[config.mk]
export PLATFORM = sky130hd
export DESIGN_NAME = uart_rx_fifo_flat
export DESIGN_NICKNAME = d
export VERILOG_FILES = /design/src/rtl/uart_rx_fifo_pkg.sv /design/src/rtl/uart_rx_fifo_if.sv /design/src/rtl/uart_rx_fifo_sync_fifo.sv /design/src/rtl/uart_rx_fifo.sv /design/src/flat_wrapper.sv
export SDC_FILE = /design/constraint.sdc
export NUM_CORES = 1
export LEC_CHECK = 0
export BUFFER_PORTS_ARGS = -buffer_cell sky130_fd_sc_hd__clkbuf_2
export CAP_MARGIN = 15
export CORE_MARGIN = 1.5
export CORE_UTILIZATION = 55
export DETAILED_ROUTE_END_ITERATION = 8
export PLACE_DENSITY = 0.76
export SLEW_MARGIN = 15
export SYNTH_ARGS = -nofsm -noshare
export SYNTH_HDL_FRONTEND = slang
export SYNTH_SLANG_ARGS = --single-unit
[constraint.sdc]
create_clock -name clk -period 2.7 [get_ports clk]
set_input_delay 0.54 -clock clk [delete_from_list [all_inputs] [get_ports clk]]
set_output_delay 0.54 -clock clk [all_outputs]
set_load 0.03 [all_outputs]
[src/rtl/uart_rx_fifo_pkg.sv]
// Shared UART receive-path definitions: capture FSM encodings and line-setting constants.
package uart_rx_fifo_pkg;

  typedef enum logic [1:0] {
    IDLE     = 2'd0,
    ACK      = 2'd1,
    WAIT_CLR = 2'd2
  } cap_state_e;

  localparam int PARITY_NONE = 0;
  localparam int PARITY_EVEN = 1;
  localparam int PARITY_ODD  = 2;
  localparam int STOP_BITS_1 = 1;
  localparam int STOP_BITS_2 = 2;

endpackage

[src/rtl/uart_rx_fifo_if.sv]
// Receiver-side handshake plus host read port of the UART receive buffer.
interface uart_rx_fifo_if #(
  parameter int DATA_LEN = 8,
  parameter int ADDR_W   = 4
);
  logic [DATA_LEN-1:0] rx_data;
  logic                rx_data_ready;
  logic                rx_parity_error;
  logic                rx_overwritten;
  logic                rx_data_readed;
  logic [DATA_LEN-1:0] rd_data;
  logic                rd_parity_err;
  logic                rd_valid;
  logic                rd_ready;
  logic [ADDR_W:0]     count;
  logic                full;
  logic                empty;
  logic                overflow;
  logic                clr_overflow;

  modport master (
    output rx_data, rx_data_ready, rx_parity_error, rx_overwritten, rd_ready, clr_overflow,
    input  rx_data_readed, rd_data, rd_parity_err, rd_valid, count, full, empty, overflow
  );

  modport slave (
    input  rx_data, rx_data_ready, rx_parity_error, rx_overwritten, rd_ready, clr_overflow,
    output rx_data_readed, rd_data, rd_parity_err, rd_valid, count, full, empty, overflow
  );
endinterface

[src/rtl/uart_rx_fifo_sync_fifo.sv]
// First-word-fall-through synchronous FIFO; pushes while full and pops while empty are ignored.
module sync_fifo #(
  parameter int WIDTH  = 9,
  parameter int DEPTH  = 16,
  parameter int ADDR_W = 4
) (
  input  logic             clk,
  input  logic             rst,
  input  logic             push,
  input  logic [WIDTH-1:0] wdata,
  input  logic             pop,
  output logic [WIDTH-1:0] rdata,
  output logic [ADDR_W:0]  count,
  output logic             full,
  output logic             empty
);
  logic [WIDTH-1:0]  mem [DEPTH];
  logic [ADDR_W-1:0] wr_ptr, rd_ptr;
  logic              wr_en, rd_en;

  // Full is judged on the pre-edge count, so a same-edge pop never makes room.
  assign wr_en = push && !full;
  assign rd_en = pop && !empty;
  assign full  = (count == (ADDR_W+1)'(DEPTH));
  assign empty = (count == '0);
  assign rdata = mem[rd_ptr];

  always_ff @(posedge clk) begin
    if (wr_en) mem[wr_ptr] <= wdata;
  end

  always_ff @(posedge clk or negedge rst) begin
    if (!rst) begin
      wr_ptr <= '0;
      rd_ptr <= '0;
      count  <= '0;
    end else begin
      if (wr_en) wr_ptr <= wr_ptr + 1'b1;
      if (rd_en) rd_ptr <= rd_ptr + 1'b1;
      case ({wr_en, rd_en})
        2'b10:   count <= count + 1'b1;
        2'b01:   count <= count - 1'b1;
        default: count <= count;
      endcase
    end
  end
endmodule

[src/rtl/uart_rx_fifo.sv]
// Captures one frame per receiver handshake into a FIFO; tracks frames lost here or upstream.
module uart_rx_fifo
  import uart_rx_fifo_pkg::*;
#(
  parameter int DATA_LEN = 8,
  parameter int DEPTH    = 16,
  parameter int ADDR_W   = 4
) (
  input logic          clk,
  input logic          rst,
  uart_rx_fifo_if.slave bus
);
  cap_state_e          state_q, state_d;
  logic                push, drop, full, overflow_q;
  logic [DATA_LEN:0]   head;

  always_ff @(posedge clk or negedge rst) begin
    if (!rst) state_q <= IDLE;
    else      state_q <= state_d;
  end

  // WAIT_CLR holds until the receiver releases ready, so a held frame is taken once.
  always_comb begin
    state_d = state_q;
    push    = 1'b0;
    case (state_q)
      IDLE: if (bus.rx_data_ready) begin
        push    = 1'b1;
        state_d = ACK;
      end
      ACK:      state_d = WAIT_CLR;
      WAIT_CLR: if (!bus.rx_data_ready) state_d = IDLE;
      default:  state_d = IDLE;
    endcase
  end

  assign drop = push && full;

  always_ff @(posedge clk or negedge rst) begin
    if (!rst)                              overflow_q <= 1'b0;
    else if (drop || bus.rx_overwritten)   overflow_q <= 1'b1;
    else if (bus.clr_overflow)             overflow_q <= 1'b0;
  end

  sync_fifo #(
    .WIDTH  (DATA_LEN + 1),
    .DEPTH  (DEPTH),
    .ADDR_W (ADDR_W)
  ) u_fifo (
    .clk   (clk),
    .rst   (rst),
    .push  (push),
    .wdata ({bus.rx_parity_error, bus.rx_data}),
    .pop   (bus.rd_ready),
    .rdata (head),
    .count (bus.count),
    .full  (full),
    .empty (bus.empty)
  );

  assign bus.rx_data_readed = (state_q == ACK);
  assign bus.rd_data        = head[DATA_LEN-1:0];
  assign bus.rd_parity_err  = head[DATA_LEN];
  assign bus.rd_valid       = !bus.empty;
  assign bus.full           = full;
  assign bus.overflow       = overflow_q;
endmodule
[src/flat_wrapper.sv]
// flat-port wrapper written by rule: the top's interface ports become plain ports
module uart_rx_fifo_flat import uart_rx_fifo_pkg::*;
#(
  parameter int DATA_LEN = 8,
  parameter int DEPTH    = 16,
  parameter int ADDR_W   = 4
)
  (clk, rst, bus_rx_data, bus_rx_data_ready, bus_rx_parity_error, bus_rx_overwritten, bus_rd_ready, bus_clr_overflow, bus_rx_data_readed, bus_rd_data, bus_rd_parity_err, bus_rd_valid, bus_count, bus_full, bus_empty, bus_overflow);
  uart_rx_fifo_if #(.DATA_LEN(DATA_LEN), .ADDR_W(ADDR_W)) bus_i ();
  input logic clk;
  input logic rst;
  input wire logic [$bits(bus_i.rx_data)-1:0] bus_rx_data;
  input wire logic [$bits(bus_i.rx_data_ready)-1:0] bus_rx_data_ready;
  input wire logic [$bits(bus_i.rx_parity_error)-1:0] bus_rx_parity_error;
  input wire logic [$bits(bus_i.rx_overwritten)-1:0] bus_rx_overwritten;
  input wire logic [$bits(bus_i.rd_ready)-1:0] bus_rd_ready;
  input wire logic [$bits(bus_i.clr_overflow)-1:0] bus_clr_overflow;
  output wire logic [$bits(bus_i.rx_data_readed)-1:0] bus_rx_data_readed;
  output wire logic [$bits(bus_i.rd_data)-1:0] bus_rd_data;
  output wire logic [$bits(bus_i.rd_parity_err)-1:0] bus_rd_parity_err;
  output wire logic [$bits(bus_i.rd_valid)-1:0] bus_rd_valid;
  output wire logic [$bits(bus_i.count)-1:0] bus_count;
  output wire logic [$bits(bus_i.full)-1:0] bus_full;
  output wire logic [$bits(bus_i.empty)-1:0] bus_empty;
  output wire logic [$bits(bus_i.overflow)-1:0] bus_overflow;
  assign bus_i.rx_data = bus_rx_data;
  assign bus_i.rx_data_ready = bus_rx_data_ready;
  assign bus_i.rx_parity_error = bus_rx_parity_error;
  assign bus_i.rx_overwritten = bus_rx_overwritten;
  assign bus_i.rd_ready = bus_rd_ready;
  assign bus_i.clr_overflow = bus_clr_overflow;
  assign bus_rx_data_readed = bus_i.rx_data_readed;
  assign bus_rd_data = bus_i.rd_data;
  assign bus_rd_parity_err = bus_i.rd_parity_err;
  assign bus_rd_valid = bus_i.rd_valid;
  assign bus_count = bus_i.count;
  assign bus_full = bus_i.full;
  assign bus_empty = bus_i.empty;
  assign bus_overflow = bus_i.overflow;
  uart_rx_fifo #(.DATA_LEN(DATA_LEN), .DEPTH(DEPTH), .ADDR_W(ADDR_W)) u_core (.clk(clk), .rst(rst), .bus(bus_i));
endmodule
* Yosys cells after proc, flatten, opt, wreduce, memory -nomap -nowiden
Memory sizes are Yosys's and may differ from the RTL's.
Cells that the tools add are included.
** Storage, ports and cells
- Memories kept :: 1
- ROM bits :: 0
- Latch bits :: 0
- Memory bits (writable) :: 144
- Output and inout port bits :: 19
- Flip-flop bits (word level) :: 16
- Bits of input ports :: 15
** Operators by class
- Order comparisons :: 0
- Divide/modulo/power cells :: 0
- Muxes and demuxes :: 10
- $add $sub $neg :: 4
- Shift-type cells :: 0
- Bitwise operators :: 0
- Eq/ne operators :: 7
- Multipliers :: 0
- Reductions and logical operators :: 11
** Memories
- u_core.u_fifo.mem :: depth 16, width 9, read ports 1, clocked after memory_dff 0, write ports 1, RTL line uart_rx_fifo_sync_fifo.sv:17 : logic [WIDTH-1:0] mem [DEPTH];
** Operators with widths (number)
- 5-bit case mux with 2 select lines :: 1
- 4-bit by 1-bit adder with 4-bit output, second input constant :: 2
- 1-bit 2-to-1 mux :: 6
- 2-bit case mux with 3 select lines :: 1
- 5-bit by 1-bit adder with 5-bit output, second input constant :: 1
- 5-bit == test, second input constant :: 1
- 5-bit zero test :: 1
- 5-bit by 1-bit subtractor with 5-bit output, second input constant :: 1
- 2-bit by 1-bit == test with 1-bit output, second input constant :: 2
- 2-bit == test, second input constant :: 2
- 2-bit 2-to-1 mux :: 2
- 2-bit inequality test, second input constant :: 2
- 2-bit nonzero test :: 2
- 1-bit logical AND :: 3
- 1-bit zero test :: 2
- 2-bit zero test :: 1
- 2-bit AND reduction :: 1
- 1-bit logical OR :: 1

* Longest topological paths before layout
Gate-level depths: netlist of run 1.
- Depth in word-level cells :: 5
- Depth in mapped cells :: 9
- Depth with buffers taken out :: 9

* Hierarchy
From an unflattened synthesis of run 1, not the netlist that was laid out.
** Unflattened totals
- Cell total of the unflattened synthesis :: 372
- Area, all modules :: 6525.0 sq um
** Modules (own cells, without submodules)
- sync_fifo :: cells an instance 361, area each 6392.4 sq um, times used 1
- uart_rx_fifo :: cells an instance 11, area each 132.6 sq um, times used 1

* Worst setup path before layout of run 1
Ideal clock, no wire load.
- Kind :: reg-to-reg
- Start point :: register u_core.u_fifo.count[1]
- End point :: register u_core.u_fifo.count[4]
- Arrival time :: 2.608 ns
- Data required time :: 2.564 ns
- Path buffers :: 0
- Path slack :: -0.045 ns
- Period minus slack after synthesis :: 2.745 ns
- Stages on the path, launching flop included :: 9
- Setup time :: 0.136 ns
- Path through :: dfrtp_1 -> or4_1 -> o21a_2 -> ha_1 -> fa_1 -> a21o_1 -> a21oi_1 -> mux2i_1 -> xnor2_1
** On the way
- Word-level cells in the longest chain between the ends :: 5
- Elaborated cells on any way between the ends :: 12
- Classes of those cells :: add/sub (2); eq/ne (3); mux (1); reduce/logical (6)
** Ends and longest elaborated chain
- start, declared :: RTL line uart_rx_fifo_sync_fifo.sv:13 : output logic [ADDR_W:0] count,
- start signal, assigned :: RTL line uart_rx_fifo_sync_fifo.sv:41 : 2'b10: count <= count + 1'b1;
- start signal, assigned :: RTL line uart_rx_fifo_sync_fifo.sv:42 : 2'b01: count <= count - 1'b1;
- start signal, assigned :: RTL line uart_rx_fifo_sync_fifo.sv:43 : default: count <= count;
- 5-bit zero test * :: RTL line uart_rx_fifo_sync_fifo.sv:25 : assign empty = (count == '0);
- 1-bit zero test * :: RTL line uart_rx_fifo_sync_fifo.sv:23 : assign rd_en = pop && !empty;
- 1-bit logical AND * :: RTL line uart_rx_fifo_sync_fifo.sv:23
- via u_core.u_fifo.rd_en :: RTL line uart_rx_fifo_sync_fifo.sv:19 : logic wr_en, rd_en;
- 2-bit by 1-bit == test with 1-bit output / 2-bit == test (equally long branches) :: RTL line uart_rx_fifo_sync_fifo.sv:40 : case ({wr_en, rd_en})
- 5-bit case mux with 2 select lines / 2-bit nonzero test (equally long branches)
The timed path passes the listed nets; every way through them passes the cells marked *.
A chain may end at the register's enable or synchronous reset.

* Worst setup path after layout of run 1
- Start point :: register u_core.u_fifo.rd_ptr[0]
- End point :: output port bus_rd_data[5]
** On the way
- Word-level cells in the longest chain between the ends :: 1
** Ends and longest elaborated chain
- start, declared :: RTL line uart_rx_fifo_sync_fifo.sv:18 : logic [ADDR_W-1:0] wr_ptr, rd_ptr;
- start signal, assigned :: RTL line uart_rx_fifo_sync_fifo.sv:39 : if (rd_en) rd_ptr <= rd_ptr + 1'b1;
- memory 16 x 9 bit
- end, declared :: RTL line flat_wrapper.sv:19 : output wire logic [$bits(bus_i.rd_data)-1:0] bus_rd_data;
No other way between the ends.

==> results of run 1 <==
## cells by family after synthesis
kind of cell	synth area share, %
buf+inv	2.08
simple gates	4.25
flops	72.7
mux	12.3
compound gates	5.24
xor+xnor	1.35
fa+ha+maj	2.04
## cells in the final DEF (no fill, tap or decap), drive strengths merged, types with 2 or more instances in the layout
master    instances
a21o              2
a21oi             2
a221oi           18
a22oi             9
and2             14
and3b             2
buf              34
bufinv            2
clkbuf           46
clkinv            5
clkinvlp          5
dfrtp            16
edfxtp          144
ha                9
inv              10
mux2              2
mux2i            37
mux4             18
nand2            14
nand2b            2
nand3             2
nor2              5
nor2b             3
nor3b             2
o21ai            12
xnor2             8
xor2              2
## per-stage QoR
step	std cells	hold WS [ps]	TNS (ps)	total power [W]	worst slack [ps]
after detailed placement	539	476	0	0.00612	71.8
final	576	32.5	-118	0.00956	-52.5
after floorplan	356	244	0	0.00528	17.8
after global routing	576	52.2	-515	0.00991	-88.8
after CTS	569	39.4	-716	0.00848	-109
after global placement	539	457	0	0.00603	150
## per-layer routing
layer | vias up | share of wire [%] | GRT usage (%)
met1 | 1830 | 42 | 29.5
met2 | 116 | 52 | 35.0
met3 | 21 | 4.2 | 4.79
li1 | 1546 | - | -
met4 | 0 | 1.4 | 9.70
met5 | - | 0 | 0
## flip-flops by register name, indices dropped and copies added, names as in the netlist
| register | count |
|---|---|
| u_core.u_fifo.rd_ptr | 4 |
| u_core.state_q | 2 |
| u_core.bus.overflow | 1 |
| u_core.u_fifo.mem | 144 |
| u_core.u_fifo.wr_ptr | 4 |
| u_core.u_fifo.count | 5 |
## timing repair
action | in CTS | in global routing
setup endpoints to repair | 9 | 10
pin swaps | 0 | 22
cloned | 0 | 4
setup buffers | 0 | 3
endpoints found under the hold margin | 0 | 0
gates resized for setup | 16 | 83
## worst paths after layout
check                                               startpoint                                   to  slack [ps]  cells past startpoint
setup reg to reg            u_core.u_fifo.count[1]$_DFFE_PN0P_   u_core.u_fifo.count[4]$_DFFE_PN0P_         160                      8
setup / recovery           u_core.u_fifo.rd_ptr[0]$_DFFE_PN0P_                       bus_rd_data[5]         -50                      6
max in group asynchronous                                  rst  u_core.u_fifo.rd_ptr[0]$_DFFE_PN0P_        2350                      1
hold reg to reg                  u_core.state_q[0]$_DFFE_PN0P_        u_core.state_q[0]$_DFFE_PN0P_         480                      1
min in group clk                            bus_rx_overwritten      u_core.bus.overflow$_DFFE_PN0P_         320                      2
hold / removal                                             rst   u_core.u_fifo.count[3]$_DFFE_PN0P_          30                      1
## where the power goes
part / switching [W] / internal (W)
combinational: 0.00231 / 0.00182
sequential: 0.000203 / 0.00297
clock: 0.000919 / 0.00134
## area by class of cell
class / instances / area [sq um]
Sequential cell: 160 / 4730
Fill cell: 689 / 3400
Multi-Input combinational cell: 171 / 2020
Timing Repair Buffer: 62 / 549
Clock buffer: 18 / 429
Tap cell: 143 / 179
Clock inverter: 12 / 120
Inverter: 10 / 41.3
==> flow_summary.json, run 1 <==
{
  "antenna_found_initial": 0,
  "synth_area_leader_cell": "edfxtp_1",
  "finalSetupViolCount": 4,
  "synth_common_cells": "edfxtp_1, mux2i_1, a221oi_1, mux4_2, dfrtp_1",
  "ys_ff_latch": 160,
  "synth-main-ff-cell": "edfxtp_1",
  "relSlewSlack_pct": 60.9,
  "cp_slowest_cell": "dfrtp_4",
  "crit_buf_inv": 2,
  "initial_core_util_pct": 56.7,
  "grt_max_degree": 37,
  "synth.top_cell.area_share_pct": 66.5,
  "outcome": "finished, violations left",
  "fin_crit_ps": 2750,
  "n_antenna_cell": 0,
  "grt_pass1_vias": 3457,
  "finalWeightedCongestion": 0.792,
  "clock_sinks": 160,
  "cts.clk_slew.worst_paths_ps": 60,
  "arrival_ps": 2210,
  "cts_tree": "done",
  "cts_root_buf": "clkbuf_16",
  "io_pins": 34,
  "drc_errors": 0,
  "setup_slack_ps": -52.5,
  "crit_path_cell_trace": "clkbuf_16, mux2i_1, a221oi_4, o21ai_1, nand2_2, buf_6",
  "die_y_microns": 112,
  "ant_nets": 0,
  "synth_edf_count": 144,
  "yosysWarnings": 0,
  "slew_violations": 0,
  "wl_per_cell_microns": 24.8,
  "grt_setup_unrepaired": "yes",
  "hold_class": "primary input to async pin",
  "power-per-cell-area_nw_per_um2": 1180,
  "synth_most_common_cell": "edfxtp_1",
  "syn2layout_area_growth_pct": 24.2,
  "routed_wl_microns": 14300,
  "slowest_delay_ps": 560,
  "clk_latency_ps": 420,
  "ys_seq_area_share_pct": 72.7,
  "die_area_sq_um": 12500,
  "cap_violations": 0,
  "violations": "negative setup slack",
  "synth_cells": 356,
  "drt-initial-drc-count": 270,
  "power_leakage_nw": 2.86,
  "post_drt_via_cell_ratio": 6.10,
  "crit_required_ps": 2160,
  "place_area_sq_um": 6930,
  "fmax_ghz": 0.363,
  "coreArea_sq_um": 11500,
  "drt_pre_antenna_iters": 4,
  "startpoint_type": "flop",
  "finish.utilization_pct": 70.4,
  "final_layout_size_suffix_gt1_share_pct": 35.3,
  "period_share_pct": 102,
  "worstPathMaxFanout": 18,
  "syn_area_sq_um": 6500,
  "htreeDepth": 4,
  "hold_buffers": 0,
  "syn_area_per_cell_sq_um": 18.3,
  "hold_viol_final": 0,
  "final_area_sq_um": 8070,
  "vias": 3513,
  "dp_hpwl_microns": 7830,
  "grt_pass1_wl_microns": 19800,
  "fp.dieW_microns": 112,
  "placementRows": 39,
  "cts_buffer_depth": 2,
  "port_buffers": 33,
  "nets": 447,
  "tightest_slew_ps": 586,
  "yosys-top-cells-area": "edfxtp_1, mux4_2, dfrtp_1",
  "async_flop_share_pct": 10.0,
  "synth_cell_type_count": 37,
  "synth_nets": 381,
  "crit_path_end_kind": "output port",
  "cts_made_buffers": 17,
  "crit_type": "flop to output port",
  "grt.overflow.total": 0,
  "ir_drop_mv": 0.617,
  "cp_top_family": "flip-flops",
  "finClkSkew_ps": 7.59,
  "gr-usage-all-layers_pct": 22.0
}
(Power assumes the default switching activity.)
==> inputs of run 2 (changes only) <==
--- a/config.mk
+++ b/config.mk
@@ -6,4 +6,5 @@
 export NUM_CORES = 1
 export LEC_CHECK = 0
+export ABC_CLOCK_PERIOD_IN_PS = 2700
 export BUFFER_PORTS_ARGS = -buffer_cell sky130_fd_sc_hd__clkbuf_2
 export CAP_MARGIN = 15
==> constraint.sdc (replaced) <==
create_clock -name clk -period 2.7 [get_ports clk]
set_input_delay 0.405 -clock clk [delete_from_list [all_inputs] [get_ports clk]]
set_output_delay 0.405 -clock clk [all_outputs]
set_load 0.03 [all_outputs]
==> run 2 against run 1 <==
The run now ends clean. Highest routed layer unchanged. Cell count decreased by 1.4%. Design area decreased by 4.6%. Sequential share of layout area increased by 2.8 points. Worst setup slack improved by 120 ps. Via count decreased by 2.7%. Clock skew increased by 3.1 ps. Global-route usage decreased by 0.42 points. Flip-flop and latch count unchanged. Clock power increased by 8%. Critical path depth unchanged. Largest cell class unchanged. Critical endpoint is now bus_rd_data[7]. Fmax increased by 4.7%.
==> flow_summary.json, run 2 (synthesis results as in run 1) <==
{
  "nets": 438,
  "power_leakage_nw": 2.79,
  "hold_path_depth": 2,
  "fin_crit_ps": 2630,
  "hold_class": "primary input to flop",
  "cts_tree": "done",
  "fin_cells": 568,
  "hold_viol_final": 0,
  "power-per-cell-area_nw_per_um2": 1150,
  "clock_sinks": 160,
  "arrival_ps": 2230,
  "slew_violations": 0,
  "fmax_ghz": 0.380,
  "grt_setup_unrepaired": "yes",
  "finish.utilization_pct": 67.2,
  "layout_commonest_cell": "edfxtp_1",
  "drt_pre_antenna_iters": 7,
  "coreArea_sq_um": 11500,
  "port_buffers": 33,
  "vias": 3419,
  "initial_core_util_pct": 56.7,
  "cts.clk_slew.worst_paths_ps": 60,
  "crit_type": "flop to output port",
  "final_area_sq_um": 7700,
  "drt-initial-drc-count": 270,
  "placementRows": 39,
  "startpoint_type": "flop",
  "r2r_slack_ps": 130,
  "antenna_found_initial": 0,
  "io_pins": 34,
  "post_drt_via_cell_ratio": 6.02,
  "finalSetupTns_ps": 0,
  "die_y_microns": 112,
  "cts_root_buf": "clkbuf_16",
  "crit_required_ps": 2300,
  "ant_nets": 0,
  "grt_pass1_vias": 3467,
  "finClkSkew_ps": 10.7,
  "grt.overflow.total": 0,
  "gr-usage-all-layers_pct": 21.5,
  "period_share_pct": 97.4,
  "routed_wl_microns": 13000,
  "cts_buffer_depth": 2,
  "worstReg2RegStart": "u_core.u_fifo.count[1]$_DFFE_PN0P_",
  "finalWeightedCongestion": 0.771,
  "drc_errors": 0,
  "dp_hpwl_microns": 7730,
  "worstPathMaxFanout": 8,
  "place_area_sq_um": 6900,
  "final_layout_size_suffix_gt1_share_pct": 30.8,
  "die_area_sq_um": 12500,
  "tightest_slew_ps": 589,
  "clk_latency_ps": 410,
  "rr_endpoint": "u_core.u_fifo.count[4]$_DFFE_PN0P_",
  "htreeDepth": 4,
  "finalSetupViolCount": 0,
  "largest_register_ffs": 144,
  "fp.dieW_microns": 112,
  "grt_max_degree": 22,
  "hold_end": "u_core.bus.overflow$_DFFE_PN0P_",
  "n_antenna_cell": 0,
  "placed_cells": 533,
  "reg2reg_depth": 8,
  "ir_drop_mv": 0.631,
  "crit_path_end_kind": "output port",
  "cap_violations": 0,
  "top_regs": "u_core.u_fifo.mem (144), u_core.u_fifo.count (5)",
  "final_cell_mix": "edfxtp_1, mux2i_1, clkbuf_2",
  "holdCritStartpoint": "bus_rx_overwritten",
  "outcome": "completed",
  "relSlewSlack_pct": 60.7,
  "syn2layout_area_growth_pct": 18.5,
  "cts_made_buffers": 17,
  "grt_pass1_wl_microns": 19700,
  "fillerInstances": 700,
  "regMostFlops": "u_core.u_fifo.mem",
  "wl_per_cell_microns": 22.9
}
## run 2: cell type report
class,instances,area [sq um],area share (%)
Inverter,10,37.5,0.487
Sequential cell,160,4730,61.4
Multi-Input combinational cell,171,1790,23.2
Tap cell,143,179,2.32
Timing Repair Buffer,53,360,4.68
Clock buffer,17,425,5.52
Clock inverter,14,180,2.34
## run 2: stage by stage
stage	total power, W	setup slack [ps]	hold slack [ps]
6_report	0.00882	69.8	201
5_1_grt	0.00926	-8.25	211
4_1_cts	0.00865	-25.5	195
3_5_place_dp	0.00611	57.4	357
3_3_place_gp	0.00604	136	348
2_1_floorplan	0.00528	17.8	109
## run 2: critical path: stages (launching register included)
cell and delay [ps]:
dfrtp_4 560, buf_4 220, mux2i_1 150, a221oi_2 390, a22oi_1 170, nand2_1 110, clkbuf_2 210
## run 2: worst max path at each step
stage	startpoint	end	slack (ps)	cells past startpoint
finish	u_core.u_fifo.rd_ptr[0]$_DFFE_PN0P_	bus_rd_data[7]	70	6
global placement	u_core.u_fifo.count[1]$_DFFE_PN0P_	u_core.u_fifo.count[4]$_DFFE_PN0P_	140	8
global route	u_core.u_fifo.rd_ptr[2]$_DFFE_PN0P_	bus_rd_data[7]	-8	6
detailed placement	u_core.u_fifo.count[1]$_DFFE_PN0P_	u_core.u_fifo.count[4]$_DFFE_PN0P_	60	8
floorplan	u_core.u_fifo.count[1]$_DFFE_PN0P_	u_core.u_fifo.count[4]$_DFFE_PN0P_	20	8
CTS	u_core.u_fifo.rd_ptr[2]$_DFFE_PN0P_	bus_rd_data[0]	-30	6
## run 2: layer usage
metal / global-route usage, % / vias up / routed length [microns] / part of all wire (%)
li1: - / 1532 / - / -
met1: 30.6 / 1755 / 5490 / 42
met2: 34.5 / 117 / 6480 / 50
met3: 4.68 / 15 / 872 / 6.7
met4: 5.65 / 0 / 155 / 1.2
met5: 0 / - / 0 / 0
## run 2: what timing repair did
| item | 4_1_cts | 5_1_grt |
|---|---|---|
| endpoints found under the hold margin | 16 | 0 |
| buffers inserted | 2 | 0 |
| endpoints found under the setup margin | 6 | 10 |
| resized for setup | 8 | 15 |
| hold buffers | 1 | 0 |
| cloned | 0 | 1 |
| pin swaps | 0 | 1 |
## run 2: power breakdown
| part | leakage, nW | switching, W | internal (W) |
|---|---|---|---|
| Clock | 0.291 | 0.000967 | 0.00147 |
| Sequential | 1.48 | 0.000194 | 0.00297 |
| Combinational | 1.01 | 0.00191 | 0.00131 |
==> inputs of run 3 (changes only) <==
ABC_AREA = 1   (was not set)
PLACE_DENSITY = 0.75   (was 0.76)
==> run 3 against run 2 <==
Critical path depth increased by 1. Utilization decreased by 3.3 points. Global-route usage increased by 3.1 points.
==> flow_summary.json, run 3 <==
{
  "outcome": "completed",
  "hold_viol_final": 0,
  "cts_tree": "done",
  "synth_compound_area_share_pct": 0.427,
  "power.total_w": 0.00865,
  "synth_cells": 695,
  "largest_register_ffs": 144,
  "final_area_sq_um": 8030,
  "worstReg2RegStart": "u_core.u_fifo.count[1]$_DFFE_PN0P_",
  "synth-main-ff-cell": "edfxtp_1",
  "nets": 775,
  "gr-usage-all-layers_pct": 24.7,
  "place_area_sq_um": 7460,
  "drt_pre_antenna_iters": 5,
  "fin_crit_ps": 2530,
  "wl_per_cell_microns": 16.4,
  "syn_area_sq_um": 7040,
  "holdCritStartpoint": "bus_rx_overwritten",
  "synth_cell_type_count": 24,
  "die_y_microns": 116,
  "setup_slack_ps": 166,
  "post_drt_via_cell_ratio": 5.21,
  "slew_violations": 0,
  "initial_core_util_pct": 56.0,
  "grt_pass1_vias": 4636,
  "clk_latency_ps": 430,
  "relSlewSlack_pct": 62.5,
  "synth.area.mux_share_pct": 0,
  "dp_worst_setup_slack_ps": 373,
  "rr_endpoint": "u_core.u_fifo.count[4]$_DFFE_PN0P_",
  "cts_resized": 0,
  "grt_pass1_wl_microns": 24000,
  "fp.dieW_microns": 116,
  "coreArea_sq_um": 12600,
  "grt.overflow.total": 0,
  "ant_nets": 0,
  "finalWeightedCongestion": 0.828,
  "cap_violations": 0,
  "hold_class": "primary input to flop",
  "vias": 4874,
  "arrival_ps": 2130,
  "htreeDepth": 4,
  "crit_type": "flop to output port",
  "async_flop_share_pct": 10.0,
  "regMostFlops": "u_core.u_fifo.mem",
  "synth_area_leader_cell": "edfxtp_1",
  "routed_wl_microns": 15400,
  "final_cell_mix": "nand2_1, edfxtp_1, nor2_1",
  "cts_buffer_depth": 2,
  "drc_errors": 0,
  "grt_setup_unrepaired": "no",
  "syn2layout_area_growth_pct": 14.1,
  "syn_area_per_cell_sq_um": 10.1,
  "cts_made_buffers": 17,
  "layout_commonest_cell": "nand2_1",
  "yosys.area_share.simple_pct": 23.4,
  "r2r_slack_ps": 310,
  "clock_sinks": 160,
  "grt_max_degree": 37,
  "hold_path_depth": 3,
  "io_pins": 34,
  "synth_edf_count": 144,
  "drt-initial-drc-count": 471,
  "finalSetupTns_ps": 0,
  "synth_nets": 720,
  "dp_hpwl_microns": 9840,
  "crit_path_end_kind": "output port",
  "synth.top_cell.area_share_pct": 61.5,
  "yosysWarnings": 0,
  "reg2reg_depth": 13,
  "ir_drop_mv": 0.661,
  "ys_seq_area_share_pct": 67.1,
  "synth_xor_area_share_pct": 0.871,
  "cts.clk_slew.worst_paths_ps": 60,
  "startpoint_type": "flop",
  "power_leakage_nw": 3.49,
  "synth_common_cells": "nand2_1, edfxtp_1, nor2_1",
  "n_antenna_cell": 0,
  "ys_ff_latch": 160,
  "top_regs": "u_core.u_fifo.mem (144), u_core.u_fifo.count (5)",
  "tightest_slew_ps": 560,
  "worstPathMaxFanout": 18,
  "antenna_found_initial": 0,
  "power-per-cell-area_nw_per_um2": 1080,
  "placementRows": 41,
  "port_buffers": 33,
  "finalSetupViolCount": 0,
  "die_area_sq_um": 13500,
  "fmax_ghz": 0.395,
  "period_share_pct": 93.8,
  "crit_required_ps": 2300,
  "finClkSkew_ps": 6.70,
  "synth_most_common_cell": "nand2_1",
  "synth_top_family_by_area": "simple AND/OR/NAND/NOR gates",
  "finish.utilization_pct": 63.9,
  "yosys-top-cells-area": "edfxtp_1, nand2_1, dfrtp_1",
  "hold_end": "u_core.bus.overflow$_DFFE_PN0P_",
  "synthAdderAreaFrac_pct": 1.88,
  "cts_root_buf": "clkbuf_16",
  "final_layout_size_suffix_gt1_share_pct": 12.6
}
[run 3: changes by cell type after synthesis, moves of 18 or more]
cell	before	now
nor2_1	5	73
mux4_2	18	0
mux2i_1	37	0
nand3_1	2	60
a221oi_1	18	0
inv_1	9	72
nand2_1	14	269
[run 3: metrics by stage]
step | instances | hold slack [ps]
3_3_place_gp | 902 | 351
3_5_place_dp | 902 | 354
2_1_floorplan | 695 | 109
6_report | 935 | 191
5_1_grt | 935 | 197
4_1_cts | 935 | 178
[run 3: what timing repair did]
| item | 4_1_cts | 5_1_grt |
|---|---|---|
| buffers inserted | 0 | 0 |
| endpoints found under the hold margin | 16 | 0 |
| hold buffers | 1 | 0 |
[run 3: worst max-delay path by stage]
stage	startpoint	end	slack, ps	cells past startpoint
detailed placement	u_core.u_fifo.count[1]$_DFFE_PN0P_	u_core.u_fifo.count[4]$_DFFE_PN0P_	370	12
finish	u_core.u_fifo.rd_ptr[1]$_DFFE_PN0P_	bus_rd_data[0]	170	7
floorplan	u_core.u_fifo.count[1]$_DFFE_PN0P_	u_core.u_fifo.count[4]$_DFFE_PN0P_	150	12
global placement	u_core.u_fifo.count[1]$_DFFE_PN0P_	u_core.u_fifo.count[4]$_DFFE_PN0P_	530	12
CTS	u_core.u_fifo.rd_ptr[1]$_DFFE_PN0P_	bus_rd_data[0]	160	7
global route	u_core.u_fifo.count[1]$_DFFE_PN0P_	u_core.u_fifo.count[4]$_DFFE_PN0P_	80	13
[run 3: where the power goes]
group          internal (W)  total (W)  switching (W)  leakage [nW]
registers           0.00295    0.00312       0.000176          1.49
clock network       0.00135    0.00226       0.000911         0.258
logic              0.000934    0.00326        0.00233          1.73
[run 3: final cells by class]
| cell class | count | area [sq um] |
|---|---|---|
| Clock inverter | 11 | 116 |
| Clock buffer | 21 | 440 |
| Fill cell | 1002 | 4540 |
| Inverter | 78 | 293 |
| Sequential cell | 160 | 4730 |
| Multi-Input combinational cell | 434 | 1870 |
| Tap cell | 172 | 215 |
| Timing Repair Buffer | 59 | 363 |
[run 3: cells by family after synthesis]
logic type / Yosys count
xor+xnor: 7
compound gates: 6
fa+ha+maj: 10
simple gates: 411
buf+inv: 101
flops: 160
[run 3: routing by layer]
layer | vias to the layer above | share of wire (%) | track usage, %
li1 | 2338 | - | -
met1 | 2327 | 42 | 31.7
met2 | 178 | 49 | 40.2
met3 | 31 | 7.0 | 6.59
met4 | 0 | 2.5 | 9.92
met5 | - | 0 | 0
[run 3: critical path, cell delays in order (launching register included)]
cell	delay, ps
dfrtp_1	500
nor2_4	500
nand3_1	190
nand2_1	120
nor2_1	50
nand2_1	100
nand2_1	60
clkbuf_2	180
